--- src/rtl/grid_painter.sv ---
// ============================================================================
// grid_painter
// ----------------------------------------------------------------------------
// Splits the visible raster into a COLS x ROWS grid of CELL_W x CELL_H cells.
// Each cell has a writable RGB palette entry. A step-driven sequencer lights
// cells in index order (k = row*COLS + col). The display uses a copy of the
// lit count that is taken only at frame_start, so a frame never tears.
//
// Optional feature macro: GRID_BORDER_EN
//   When defined, in-grid pixels on a cell's first column or first row
//   output BORDER_RGB whatever the lit state is.
//
// Ports
//   clk, reset            pixel clock, synchronous active-high reset
//   x, y, active          raster position and visible-area flag
//   frame_start           one-cycle pulse at start of frame
//   step, clear           sequencer controls (clear has priority)
//   wr_en, wr_idx,
//   wr_r, wr_g, wr_b      palette write port
//   r, g, b               pixel colour, 2 cycles after x/y/active
//   lit, full             sequencer count and "all cells lit" flag
// ============================================================================
module grid_painter #(
    parameter int          COLS       = 2,
    parameter int          ROWS       = 2,
    parameter int          CELL_W     = 320,
    parameter int          CELL_H     = 240,
    parameter int          COLOR_W    = 8,
    parameter logic [23:0] BORDER_RGB = 24'hFFFFFF
) (
    input  logic               clk,
    input  logic               reset,
    input  logic [9:0]         x,
    input  logic [9:0]         y,
    input  logic               active,
    input  logic               frame_start,
    input  logic               step,
    input  logic               clear,
    input  logic               wr_en,
    input  logic [3:0]         wr_idx,
    input  logic [COLOR_W-1:0] wr_r,
    input  logic [COLOR_W-1:0] wr_g,
    input  logic [COLOR_W-1:0] wr_b,
    output logic [COLOR_W-1:0] r,
    output logic [COLOR_W-1:0] g,
    output logic [COLOR_W-1:0] b,
    output logic [4:0]         lit,
    output logic               full
);

    localparam int          N      = COLS * ROWS;
    localparam logic [4:0]  N5     = 5'(N);
    localparam logic [31:0] GRID_W = 32'(COLS * CELL_W);
    localparam logic [31:0] GRID_H = 32'(ROWS * CELL_H);

    typedef enum logic [1:0] {IDLE, REVEAL, FULL} seq_state_t;

    seq_state_t state;
    logic [4:0] lit_disp;

    // ------------------------------------------------------------------
    // Reveal sequencer and frame-synchronous display copy
    // ------------------------------------------------------------------
    // NOTE: all clocked state uses non-blocking assignments so every
    // register samples pre-edge values; lit_disp therefore picks up the
    // old lit even when step changes lit on the same edge.
    always_ff @(posedge clk) begin
        if (reset) begin
            state    <= IDLE;
            lit      <= '0;
            full     <= 1'b0;
            lit_disp <= '0;
        end else begin
            if (frame_start)
                lit_disp <= lit;

            if (clear) begin
                state <= IDLE;
                lit   <= '0;
                full  <= 1'b0;
            end else if (step) begin
                case (state)
                    IDLE: begin
                        lit   <= 5'd1;
                        state <= (N == 1) ? FULL : REVEAL;
                        full  <= (N == 1);
                    end
                    REVEAL: begin
                        lit <= lit + 5'd1;
                        if (lit + 5'd1 == N5) begin
                            state <= FULL;
                            full  <= 1'b1;
                        end
                    end
                    default: ;  // FULL: further steps are ignored
                endcase
            end
        end
    end

    // ------------------------------------------------------------------
    // Palette: 16 slots addressable by wr_idx, only the first N writable
    // ------------------------------------------------------------------
    logic [3*COLOR_W-1:0] palette [16];

    // NOTE: the palette is reset entry by entry because cells must read
    // back as black after reset; this costs a reset fan-out on every
    // entry, so it is not done for memories that can power up random.
    always_ff @(posedge clk) begin
        if (reset) begin
            for (int i = 0; i < 16; i++)
                palette[i] <= '0;
        end else if (wr_en && ({1'b0, wr_idx} < N5)) begin
            palette[wr_idx] <= {wr_r, wr_g, wr_b};
        end
    end

    // ------------------------------------------------------------------
    // Stage 1: cell coordinates, in-grid and active flags
    // ------------------------------------------------------------------
    logic [31:0] x32, y32;
    logic [2:0]  col_s1, row_s1;
    logic        in_grid_s1, act_s1;

    assign x32 = {22'd0, x};
    assign y32 = {22'd0, y};

`ifdef GRID_BORDER_EN
    logic border_s1;
`endif

    always_ff @(posedge clk) begin
        if (reset) begin
            col_s1     <= '0;
            row_s1     <= '0;
            in_grid_s1 <= 1'b0;
            act_s1     <= 1'b0;
`ifdef GRID_BORDER_EN
            border_s1  <= 1'b0;
`endif
        end else begin
            // Out-of-grid pixels may truncate col/row; in_grid masks them.
            col_s1     <= 3'(x32 / 32'(CELL_W));
            row_s1     <= 3'(y32 / 32'(CELL_H));
            in_grid_s1 <= (x32 < GRID_W) && (y32 < GRID_H);
            act_s1     <= active;
`ifdef GRID_BORDER_EN
            border_s1  <= (x32 % 32'(CELL_W) == 0) || (y32 % 32'(CELL_H) == 0);
`endif
        end
    end

    // ------------------------------------------------------------------
    // Stage 2: palette lookup, visibility, output registers
    // ------------------------------------------------------------------
    logic [3:0]           cell_idx;
    logic                 visible;
    logic [3*COLOR_W-1:0] entry;

    assign cell_idx = 4'(row_s1) * 4'(COLS) + 4'(col_s1);
    assign visible  = {1'b0, cell_idx} < lit_disp;
    // Registered palette: a same-cycle write is seen one cycle later.
    assign entry    = palette[cell_idx];

    always_ff @(posedge clk) begin
        if (reset || !act_s1 || !in_grid_s1) begin
            r <= '0;
            g <= '0;
            b <= '0;
        end
`ifdef GRID_BORDER_EN
        else if (border_s1) begin
            r <= COLOR_W'(BORDER_RGB[23:16]);
            g <= COLOR_W'(BORDER_RGB[15:8]);
            b <= COLOR_W'(BORDER_RGB[7:0]);
        end
`endif
        else if (visible) begin
            r <= entry[3*COLOR_W-1:2*COLOR_W];
            g <= entry[2*COLOR_W-1:COLOR_W];
            b <= entry[COLOR_W-1:0];
        end else begin
            r <= '0;
            g <= '0;
            b <= '0;
        end
    end

endmodule
--- config.mk ---
export PLATFORM = sky130hd
export DESIGN_NAME = grid_painter
export DESIGN_NICKNAME = d
export VERILOG_FILES = /design/src/rtl/grid_painter.sv
export SDC_FILE = /design/constraint.sdc
export NUM_CORES = 1
export LEC_CHECK = 0
export BUFFER_PORTS_ARGS = -buffer_cell sky130_fd_sc_hd__buf_4
export CAP_MARGIN = 30
export CELL_PAD_IN_SITES_DETAIL_PLACEMENT = 0
export CELL_PAD_IN_SITES_GLOBAL_PLACEMENT = 1
export CORE_ASPECT_RATIO = 0.75
export CORE_MARGIN = 2
export CORE_UTILIZATION = 57
export DETAILED_ROUTE_END_ITERATION = 10
export PLACE_DENSITY = 0.84
export REMOVE_ABC_BUFFERS = 1
export SLEW_MARGIN = 20
export SYNTH_ARGS = -nofsm -noshare
export SYNTH_HDL_FRONTEND = slang
export SYNTH_SLANG_ARGS = --single-unit
--- constraint.sdc ---
create_clock -name clk -period 3.9 [get_ports clk]
set_input_delay 0.78 -clock clk [delete_from_list [all_inputs] [get_ports clk]]
set_output_delay 0.78 -clock clk [all_outputs]
set_load 0.005 [all_outputs]
* Word level (Yosys, flattened, before mapping) *
Memories as Yosys holds them, arrays and structs flattened. A register that Yosys moved wholly into a read port is not among the register bits.
Index checks and enable logic that the tools add are counted.

cells by class
  add/sub/neg operators = 2
  div/mod/pow operators = 2
  order comparisons = 4
  equality and inequality tests = 3
  multiplexer cells = 13
  bitwise operators = 1
  reduce and logical (&&, ||, !) cells = 13

operator list
  cell                                                         number
  divider 10 x 8 -> 32 bit, second input constant              1
  divider 10 x 9 -> 32 bit, second input constant              1
  two-way mux 24 bit                                           1
  OR reduction 24 bit                                          1
  less-than comparator 10 bit, second input constant           1
  less-than comparator 10 x 9 -> 1 bit, second input constant  1
  case mux 5 bit (2 select lines)                              1
  two-way mux 1 bit                                            7
  adder 5 x 1 -> 5 bit, second input constant                  1
  == test 5 x 3 -> 1 bit, second input constant                1
  less-than comparator 4 x 5 -> 1 bit                          1
  adder 4 x 3 -> 4 bit                                         1
  less-than comparator 4 x 3 -> 1 bit, second input constant   1
  two-way mux 4 bit                                            1
  case mux 2 bit (2 select lines)                              1
  OR reduction 2 bit                                           2
  AND reduction 3 bit                                          1
  == test 2 x 1 -> 1 bit, second input constant                1
  logical AND 1 bit                                            2
  logical NOT 1 bit                                            2
  logical NOT 2 bit                                            1
  logical OR 1 bit                                             2
  two-way mux 2 bit                                            1
  inequality test 2 bit, second input constant                 1
  other kinds (4)                                              4

storage, ports and cells
  register bits = 21
  RAM bits = 384
  input port bits = 55
  output and inout bits = 30
  word-level logic and storage cells = 47
  memories kept = 1

memories
  memory   depth  bits a word  rd ports  clocked after memory_dff  wr ports  line  text
  palette  16     24           1         1                         16        104   logic [3*COLOR_W-1:0] palette [16];

* Logic depth before layout (Yosys ltp) *
  depth in word-level cells = 7
  gate-level depth with buffers = 11
  mapped depth without buffers = 9

* Worst setup path before layout *
OpenSTA, ideal clock, no wires.

  path type = reg-to-reg
  from = register col_s1[1]
  to = register b[3]
  library setup time = 0.137 ns
  arrival = 2.260 ns
  data required time = 3.763 ns
  path slack = 1.503 ns
  cell stages (with the launch flop) = 11
  path buffers = 2
  clock period less this slack = 2.397 ns
  cell sequence = dfxtp_1 > ha_1 > ha_1 > xnor2_1 > inv_2 > clkbuf_1 > ha_1 > nand2b_1 > o21ai_1 > clkbuf_1 > a211oi_1

between the ends
  longest elaborated chain between the ends = 4

ends and longest elaborated chain
  element                              line  text
  from (decl)                          122   logic [2:0] col_s1, row_s1;
  from (signal assigned)               143   col_s1 <= 3'(x32 / 32'(CELL_W));
  adder 4 x 3 -> 4 bit *               160   assign cell_idx = 4'(row_s1) * 4'(COLS) + 4'(col_s1);
  less-than comparator 4 x 5 -> 1 bit  161   assign visible = {1'b0, cell_idx} < lit_disp;
  NOT 1 bit (no source line)           -
  OR reduction 2 bit (no source line)  -
  to (signal assigned)                 181   b <= entry[COLOR_W-1:0];
  to (decl)                            46    output logic [COLOR_W-1:0] b,

Mark *: on every way between the ends. The rest lies on a longest branch, timed or not.
A chain may end at the register's enable or synchronous reset.

* Worst setup path in the final report *
  from = register col_s1[1]
  to = register g[3]

between the ends
  longest elaborated chain between the ends = 4

ends and longest elaborated chain
  element                              line  text
  adder 4 x 3 -> 4 bit *               160
  less-than comparator 4 x 5 -> 1 bit  161
  NOT 1 bit (no source line)           -
  OR reduction 2 bit (no source line)  -
  to (signal assigned)                 180   g <= entry[2*COLOR_W-1:COLOR_W];
  to (decl)                            45    output logic [COLOR_W-1:0] g,

Marked as above.

==> out/qor.yml <==
outcome:
  status: "finished, final reports clean"
synthesis:
  synth.yosys.seq_area_share_pct: 72.1
  netlist_area_um2: 17200
  synthFlopType: "edfxtp_1"
  synth_seq_cells: 427
  synth.yosys.warnings: 0
  synth_area_leaders: "edfxtp_1 (67%), mux4_2 (6.3%), dfxtp_1 (5.0%)"
  yosysMostFrequentCell: "edfxtp_1"
  yosys.area.top_type: "edfxtp_1"
  synth.distinct_cells: 45
  syn_area_per_cell_um2: 17.1
  synth_edf_count: 384
  synthCells: 1002
  async_reset_ff_share_pct: 0
  yosys-top-cells-count: "edfxtp_1 (384), and2_1 (97), nor2_1 (76)"
  netlist.area_leader.share_pct: 67.1
grt:
  grt_pass1_wl_mm: 47.6
  top_usage_layer: "met2"
  grt_pass1_vias: 9017
  grt_util_met1_pct: 26.4
  track_usage_pct: 19.9
  grt_max_degree: 145
  met3_usage_pct: 4.80
  grt.overflow.total: 0
  antenna_found_initial: 2
  globalRouteMet2Util_pct: 33.4
sta:
  max_clock_freq_ghz: 0.355
  post-route-min-period_ns: 2.82
  setup_viol: 0
  finalClockSkew_ns: 0.00815
  fin_crit_sh_pct: 72.3
  tightest_slew_ns: 1.07
  slew_headroom_pct: 28.7
  final_hold_viol_count: 0
  drv_slew: 0
  rsz0062_at_grt: "no"
floorplanning:
  io_pins: 85
  initial_core_util_pct: 57.4
  die_width_um: 204
  die_h_um: 154
  die-area_um2: 31600
  num_rows: 55
  design.core.area_um2: 29900
power:
  power.leakage_nw: 7.69
  ir_drop_mv: 0.397
  p_per_area_nw_per_um2: 491
final_layout:
  final_area_um2: 20500
  fin_cells: 1795
  drive_gt1_share_pct: 21.8
  area_growth_syn_to_layout_pct: 19.1
  final_nets: 1424
  final_util_pct: 68.3
drt:
  ant_nets: 0
  firstDrtPassIters: 5
  post_drt_wl_per_cell_um: 16.9
  drt_iter0_drc: 416
  route.detailed.drc: 0
  finalWirelength_mm: 30.4
  vias_per_cell: 4.95
  via_count: 8891
critical_path:
  worst_setup_path_start_kind: "flip-flop"
  crit_path_top_delay_cell: "o21ai_2"
  crit_fanout: 13
  cp.required_ns: 4.30
  worst_path_largest_cell_delay_ns: 0.71
  critPathTopFamily: "compound AO/OA/AOI/OAI gates"
  crit_chain: "ha_2 -> ha_1 -> xnor2_1 -> buf_4 -> inv_2 -> ha_1 -> nand2b_1 -> o21ai_2 -> buf_4 -> a211oi_1"
  critPathKind: "reg2reg"
  worstPathArrival_ns: 3.22
  end_kind: "flip-flop"
  cp_num_buf_inv: 3
placed_design:
  gp_congestion: 0.740
  dp_hpwl_mm: 17.2
  io_buffers: 74
  dp.cells: 1714
  place_area_um2: 19100
cts:
  cts_tree: "yes"
  clk_pin_slew_ns: 0.06
  cts.path.max_buffers: 3
  cts_max_level: 2
  clk_latency_ns: 0.53
  cts.sinks: 427
  postCtsResizedCells: 0
  postCtsHoldBufs: 0
  cts_root_buf: "clkbuf_16"
  cts-buffers-inserted: 42
  post-cts-setup-buffers: 0
flow_run:
  maxCapViolCount: 0
worst_hold_path:
  hold_path_class: "in2reg"
[stage by stage]
step	hold slack [ns]	total power [W]	setup TNS, ns	worst slack [ns]
final	0.449	0.0100	0	1.08
after global routing	0.438	0.0104	0	0.856
after CTS	0.424	0.0101	0	0.977
after detailed placement	0.491	0.00628	0	0.793
after global placement	0.478	0.00624	0	0.886
after floorplan	0.460	0.00602	-51.43	-2.15
[flip-flops by register name (all words and copies together), names as in the netlist]
name	count
act_s1	1
b	8
col_s1	2
full	1
g	8
in_grid_s1	1
lit	5
lit_disp	5
palette	384
r	8
row_s1	3
state	1
[worst reg2reg max path: cells and delay by family, from the launching register on]
family                   cells  cell delay, ns
AND/OR/NAND/NOR              1            0.06
XOR/XNOR                     1            0.15
flip-flops                   1            0.31
buffers and inverters        3            0.74
AO/OA/AOI/OAI                2            0.81
adder cells (fa/ha/maj)      3            0.63
[per-layer routing]
layer	part of all wire [%]	vias up	routed length [um]
met4	1.6	2	472
met3	5.2	42	1580
met1	44	4401	13500
met5	0.043	-	13
met2	49	153	14800
li1	-	4293	-
[final cells by class]
class / instances / area [um^2]
antenna: 3 / 7.51
clock buffer: 57 / 1190
tap: 399 / 499
sequential: 427 / 12400
clock inverter: 20 / 128
inverter: 6 / 22.5
fill: 2094 / 9480
timing repair buffer: 94 / 746
multi-input combinational: 789 / 5470
[final timing paths]
kind	start	endpoint	slack, ns	cells past startpoint
min	y[5]	in_grid_s1	0.45	2
min reg2reg	full	full	0.51	2
max	col_s1[1]	g[3]	1.08	10
max reg2reg	col_s1[1]	g[3]	1.08	10
[cells by family (layout without fill, tap and decap cells)]
logic type | count (synthesis) | count (layout) | share of synthesized area, %
flops | 427 | 427 | 72.1
simple gates | 226 | 226 | 7.03
mux | 150 | 150 | 12.8
compound gates | 111 | 111 | 4.78
buf+inv | 73 | 177 | 2.35
fa+ha+maj | 11 | 11 | 0.772
xor+xnor | 3 | 3 | 0.153
other cells | 1 | 291 | 0.0218
[placed cells by master, fill, tap and decap left out, types with 15 or more instances in the layout]
cell type	instances
edfxtp_1	384
mux4_2	48
buf_4	91
clkinv_2	15
clkbuf_16	45
nor2_1	76
a21oi_1	19
dfxtp_1	42
and2_1	97
o22ai_1	24
nor2b_1	17
mux2_2	73
conb_1	288
mux2i_1	29
[power breakdown]
| group | switching [W] | total [W] | internal, W |
|---|---|---|---|
| registers | 0.0000740 | 0.00539 | 0.00532 |
| clock network | 0.00165 | 0.00386 | 0.00221 |
| logic | 0.000429 | 0.000785 | 0.000356 |
(Power assumes the default switching activity.)
